<file path="src/rtl/joy_serial_reader.sv">
// joy_serial_reader: drives a 74HC165-style PISO chain, deserialises
// every frame and debounces each bit over FILTER agreeing frames.
module joy_serial_reader #(
  parameter int CLKDIV     = 14,
  parameter int NCHAN      = 2,
  parameter int NBITS      = 8,
  parameter int FILTER     = 2,
  parameter bit ACTIVE_LOW = 1'b1
) (
  input  logic                   clk,
  input  logic                   rst,
  input  logic                   joy_data,
  output logic                   joy_clk,
  output logic                   joy_load_n,
  output logic [NCHAN*NBITS-1:0] joy_state,
  output logic                   frame_done,
  output logic [NCHAN-1:0]       changed
);

  localparam int N  = NCHAN * NBITS;
  localparam int PW = $clog2(CLKDIV);
  localparam int KW = (N > 1) ? $clog2(N) : 1;
  localparam int CW = $clog2(FILTER) + 1;

  typedef enum logic [1:0] {
    S_LOAD,
    S_SAMPLE,
    S_CLK_HI,
    S_DONE
  } st_e;

  st_e                  st_q;
  logic [PW-1:0]        ph_q;
  logic [KW-1:0]        k_q;
  logic [N-1:0]         raw_q;
  logic [N-1:0][CW-1:0] cnt_q;
  logic [N-1:0][CW-1:0] cnt_d;
  logic [N-1:0]         state_q;
  logic [N-1:0]         state_d;
  logic [N-1:0]         tog;
  logic [NCHAN-1:0]     chg_q;
  logic [NCHAN-1:0]     chg_d;
  logic                 done_q;
  logic                 clk_q;
  logic                 load_n_q;

  logic          tick;
  logic          bit_in;
  logic          last_k;
  logic [KW-1:0] idx;

  assign tick   = (ph_q == PW'(CLKDIV - 1));
  assign bit_in = joy_data ^ ACTIVE_LOW;
  assign last_k = (k_q == KW'(N - 1));
  assign idx    = KW'(N - 1) - k_q;

  always_comb begin
    state_d = state_q;
    cnt_d   = cnt_q;
    tog     = '0;
    for (int i = 0; i < N; i++) begin
      if (raw_q[i] == state_q[i]) begin
        cnt_d[i] = '0;
      end else if (cnt_q[i] == CW'(FILTER - 1)) begin
        state_d[i] = ~state_q[i];
        cnt_d[i]   = '0;
        tog[i]     = 1'b1;
      end else begin
        cnt_d[i] = cnt_q[i] + CW'(1);
      end
    end
    chg_d = '0;
    for (int c = 0; c < NCHAN; c++) begin
      chg_d[c] = |tog[c*NBITS +: NBITS];
    end
  end

  always_ff @(posedge clk or posedge rst) begin
    if (rst) begin
      st_q     <= S_LOAD;
      ph_q     <= '0;
      k_q      <= '0;
      raw_q    <= '0;
      cnt_q    <= '0;
      state_q  <= '0;
      chg_q    <= '0;
      done_q   <= 1'b0;
      clk_q    <= 1'b0;
      load_n_q <= 1'b1;
    end else begin
      done_q <= 1'b0;
      chg_q  <= '0;
      unique case (st_q)
        S_LOAD: begin
          // first cycle after reset only drops load, so it stays low CLKDIV cycles
          if (load_n_q) begin
            load_n_q <= 1'b0;
          end else if (tick) begin
            ph_q     <= '0;
            k_q      <= '0;
            load_n_q <= 1'b1;
            st_q     <= S_SAMPLE;
          end else begin
            ph_q <= ph_q + PW'(1);
          end
        end
        S_SAMPLE: begin
          if (tick) begin
            ph_q       <= '0;
            raw_q[idx] <= bit_in;
            clk_q      <= 1'b1;
            st_q       <= S_CLK_HI;
          end else begin
            ph_q <= ph_q + PW'(1);
          end
        end
        S_CLK_HI: begin
          if (tick) begin
            ph_q  <= '0;
            clk_q <= 1'b0;
            if (last_k) begin
              st_q <= S_DONE;
            end else begin
              k_q  <= k_q + KW'(1);
              st_q <= S_SAMPLE;
            end
          end else begin
            ph_q <= ph_q + PW'(1);
          end
        end
        S_DONE: begin
          state_q  <= state_d;
          cnt_q    <= cnt_d;
          chg_q    <= chg_d;
          done_q   <= 1'b1;
          ph_q     <= '0;
          load_n_q <= 1'b0;
          st_q     <= S_LOAD;
        end
      endcase
    end
  end

  assign joy_clk    = clk_q;
  assign joy_load_n = load_n_q;
  assign joy_state  = state_q;
  assign frame_done = done_q;
  assign changed    = chg_q;

endmodule

</file>
<file path="config.mk">
export PLATFORM = sky130hd
export DESIGN_NAME = joy_serial_reader
export DESIGN_NICKNAME = d
export VERILOG_FILES = /design/src/rtl/joy_serial_reader.sv
export SDC_FILE = /design/constraint.sdc
export NUM_CORES = 1
export LEC_CHECK = 0
export ABC_CLOCK_PERIOD_IN_PS = 2600
export BUFFER_PORTS_ARGS = -buffer_cell sky130_fd_sc_hd__buf_2
export CAP_MARGIN = 20
export CORE_MARGIN = 5
export CORE_UTILIZATION = 35
export CTS_BUF_LIST = sky130_fd_sc_hd__clkbuf_16
export DETAILED_ROUTE_END_ITERATION = 10
export PLACE_DENSITY = 0.54
export SLEW_MARGIN = 30
export SYNTH_ARGS = -nofsm -noshare
export SYNTH_HDL_FRONTEND = slang
export SYNTH_SLANG_ARGS = --single-unit
</file>
<file path="constraint.sdc">
create_clock -name clk -period 2.6 [get_ports clk]
set_clock_uncertainty 0.1 [all_clocks]
set_input_delay 0.39 -clock clk [delete_from_list [all_inputs] [get_ports clk]]
set_output_delay 0.39 -clock clk [all_outputs]
set_load 0.1 [all_outputs]
</file>
Word-level counts from Yosys, hierarchy flattened --
Index checks and enable logic that the tools add are counted.
Operators by class: add/subtract/negate cells 19, bitwise gates (word level) 33, equal/unequal tests 42, mux-type cells 89, reductions and logical operators 28, magnitude comparators 2
Operators by type and width (count):
- 2-bit two-way mux | 38
- 3-bit AND reduction | 17
- 1-bit two-way mux | 38
- 2-bit by 1-bit == test with 1-bit output (second input constant) | 17
- 1-bit NOT | 33
- 2-bit by 1-bit adder with 2-bit output (second input constant) | 16
- 4-bit two-way mux | 6
- 16-bit bitwise mux | 1
- 1-bit == test | 16
- 8-bit OR reduction | 2
- 4-bit case mux with 3 select lines | 1
- 2-bit inequality test (second input constant) | 5
- 4-bit by 1-bit adder with 4-bit output (second input constant) | 2
- 4-bit == test (second input constant) | 2
- 2-bit case mux with 4 select lines | 1
- 4-bit case mux with 2 select lines | 1
- 2-bit nonzero test | 3
- 4-bit by 5-bit less-than comparator with 1-bit output (second input constant) | 1
- 5-bit AND reduction | 1
- 1-bit demux with 4-bit select | 1
- 2-bit == test (second input constant) | 2
- 4-bit by 1-bit greater-or-equal comparator with 1-bit output (second input constant) | 1
- 1-bit case mux with 2 select lines | 2
- 4-bit AND reduction | 1
- other kinds (5) | 5
Word-level totals: register bits 79, word-level logic and storage cells 253

Depth between registers and ports, before layout --
depth after elaboration 6, gate-level depth with buffers 8, mapped depth without buffers 6

Least setup slack after synthesis --
No wires, ideal clock.
kind register to register, start reg state_q[1], in the netlist joy_state[1], end reg chg_q[0], in the netlist changed[0], buffers on the path 0, required time 2.364 ns, clock period less this slack 1.799 ns, setup slack 0.801 ns, data arrival time 1.563 ns, cell stages (with the launch flop) 5, cell sequence dfrtp_1 > xnor2_1 > nor3b_1 > nor4_1 > a21boi_0
On the way: longest elaborated chain between the ends 4
RTL lines:
- start, declared | line 38 | logic [N-1:0] state_q;
- start signal, assigned | line 132 | state_q <= state_d;
- 1-bit == test | line 62 | if (raw_q[i] == state_q[i]) begin
- 1-bit two-way mux | line 62
- 8-bit OR reduction | line 74 | chg_d[c] = |tog[c*NBITS +: NBITS];
- 2-bit two-way mux | line 93 | unique case (st_q)
- end signal, assigned | line 134 | chg_q <= chg_d;
- end, declared | line 41 | logic [NCHAN-1:0] chg_q;
No other way between the ends. A chain may end at the register's enable or synchronous reset.

Worst setup path in the final report --
start reg ph_q[1], end reg raw_q[0]
On the way: longest elaborated chain between the ends 2
RTL lines:
- start, declared | line 33 | logic [PW-1:0] ph_q;
- start signal, assigned | line 104 | ph_q <= ph_q + PW'(1);
- start signal, assigned | line 114 | ph_q <= ph_q + PW'(1);
- start signal, assigned | line 128 | ph_q <= ph_q + PW'(1);
- 4-bit == test | line 52 | assign tick = (ph_q == PW'(CLKDIV - 1));
- 2-bit AND reduction (no source line)
- end signal, assigned by index | line 110 | raw_q[idx] <= bit_in;
- end, declared | line 35 | logic [N-1:0] raw_q;
No other way between the ends.

==> impl_metrics.yaml <==
timing:
  tns_ns: 0
  finalMaxSlewViolations: 0
  fin_crit_ns: 1.837
  whs_ns: 0.3459
  max_slew_margin_pct: 66.78
  finalHoldViolCount: 0
  rsz0062_at_grt: "false"
  setup_viol: 0
  period_share_pct: 70.65
  max_freq_mhz: 544.4
  tightest_slew_ns: 0.4972
routing:
  drt_first_pass_iters: 4
  wl_met2_um: 3167
  top_layer: "met4"
  dr_wl_met3_um: 228
  antenna_left: 0
  initialDrtViolationCount: 150
  vias: 2436
  routed_wl_um: 6750
  via_per_inst: 4.961
  met1_length_um: 3299
  drc: 0
  wl_per_cell_um: 13.75
setup_path:
  critical_path.top_delay_family: "simple AND/OR/NAND/NOR gates"
  cp_common_cell: "and3_1"
  startpoint: "ph_q[1]$_DFFE_PP0P_"
  critPathBufInv: 1
  critPathCaptureType: "flip-flop"
  rr_startpoint: "ph_q[1]$_DFFE_PP0P_"
  crit_required_ns: 2.74
  cp_slowest_cell: "and3_1"
  cp-start-kind: "flip-flop"
  arrival_ns: 1.98
  worstSetupPathType: "flip-flop to flip-flop"
  path_max_fanout: 11
  max_stage_delay_ns: 0.41
  cp_cell_sequence: "inv_1 -> ha_1 -> and3_1 -> and3_1 -> a31oi_1 -> a41oi_1"
yosys:
  synth_top_cell_area_share_pct: 52.03
  avgSynthCellArea_um2: 11.33
  yosys_warnings: 0
  syn_inst: 331
  ys_seq_area_share_pct: 52.74
  ys_top_cells_by_area: "dfrtp_1 52%, mux2_2 9.3%, xnor2_1 3.7%"
  async_flop_share_pct: 100.0
  yosysTopAreaCell: "dfrtp_1"
  synth_area_um2: 3751
  synth_nets: 345
  synthDistinctLibCells: 35
  ys_ff_latch: 79
  synth_ff_type: "dfrtp_1"
  synth-edff-count: 0
cells_and_area:
  drive_above_1_share_pct: 20.85
  nets: 364
  final_cell_mix: "78 x dfrtp_1, 31 x mux2_2, 24 x o21ai_0, 23 x buf_2, 18 x and2_1"
  diodes: 0
  area.growth.synth_to_final_pct: 13.54
  fin_cells: 491
  layout_commonest_cell: "dfrtp_1"
die:
  num_rows: 37
  fp.dieH_um: 113.5
  fp.dieW_um: 113.5
  core-area_um2: 10370
  die_area_um2: 12890
  start_util_pct: 36.17
  ios: 24
clock_network:
  insertion_delay_ns: 0.33
  cts_root_buffer: "clkbuf_16"
  cts_tree: "built"
  cts.sinks: 79
  clockBufferDepth: 2
  clk_pin_slew_ns: 0.06
  cts_buffers: 9
  post_cts_buffers: 0
  htree_levels: 3
global_route:
  track_usage_pct: 11.49
  gr-total-overflow: 0
  first_global_vias: 2485
  grt_pass1_wl_um: 12060
  antenna_found_initial: 0
  grt_max_degree: 55
placed_design:
  io_buffers: 23
  gp_congestion: 0.6919
  hpwl_um: 4568
  placedCellCount: 474
flow_run:
  cap_viol_max_count: 0
worst_hold_path:
  hold_path.class: "input pin to flip-flop"
  hold_start: "joy_data"
outcome:
  outcome: "finished clean"
power:
  power.density_nw_per_um2: 583.3
  power_leakage_nw: 1.912
  ir_worst_vdd_mv: 0.2565
## cell families after synthesis
family	count (synthesis)	share of synthesized area (%)
simple gates	98	15.54
flops	79	52.74
compound gates	70	11.04
mux	32	9.573
buf+inv	25	3.702
xor+xnor	16	3.736
fa+ha+maj	11	3.669
## flip-flops by register name, indices dropped and copies added (netlist names)
signal	flops
cnt_q	32
joy_state	16
raw_q	16
k_q	4
ph_q	4
changed	2
st_q	2
frame_done	1
joy_clk	1
joy_load_n	1
## synth_stat cells (all sizes together) (3+ instances only)
master,n
ha,11
nand3b,16
buf,13
clkbuf,6
nor4,4
mux2,31
and2,18
a41oi,4
xnor2,16
nor2,16
inv,6
o21ai,24
nand2,8
and3,5
nor3,6
a21oi,16
nor2b,3
o31ai,3
a31oi,16
dfrtp,78
nor3b,16
## final timing paths
path	end	slack, ns	cells past startpoint
min	raw_q[14]$_DFFE_PP0P_	0.35	2
max in group asynchronous	raw_q[0]$_DFFE_PP0P_	1.24	4
min reg2reg	cnt_q[13]$_DFFE_PP0P_	0.41	1
max reg2reg	raw_q[0]$_DFFE_PP0P_	0.76	6
max	raw_q[0]$_DFFE_PP0P_	0.76	6
min in group asynchronous	joy_state[10]$_DFFE_PP0P_	0.52	3
## routing by layer
layer	global-route usage, %	up-vias
met3	3.554	6
met4	2.644	0
met5	0	-
met2	17.98	33
li1	-	1214
met1	15.65	1183
## power by group
part,switching [mW],total [mW],internal [mW]
Sequential,0.000901,1.23,1.23
Combinational,0.0288,0.0356,0.00674
Clock,0.483,1.22,0.734
## layout make-up
class,instances,area [µm²]
sequential,79,1978
tap,136,170.2
fill,1011,6111
clock inverter,7,65.06
timing repair buffer,27,160.2
multi-input combinational,227,1637
clock buffer,9,225.2
inverter,6,23.77
## per-stage QoR
step	util (%)	worst slack [ns]	power [mW]	cell area [µm²]
final	41.07	0.7631	2.484	4259
after global routing	41.07	0.5555	2.582	4259
after CTS	41.07	0.7502	2.531	4259
after detailed placement	38.18	0.7685	1.291	3959
after global placement	38.18	0.8061	1.291	3959
after floorplan	-	0.08827	1.276	3751
## what timing repair did
item	4_1_cts	5_1_grt
hold buffers	1	0
setup endpoints to repair	0	0
gates resized for setup	0	0
endpoints found under the hold margin	24	0
No activity file was read; power rests on OpenSTA's default activity.
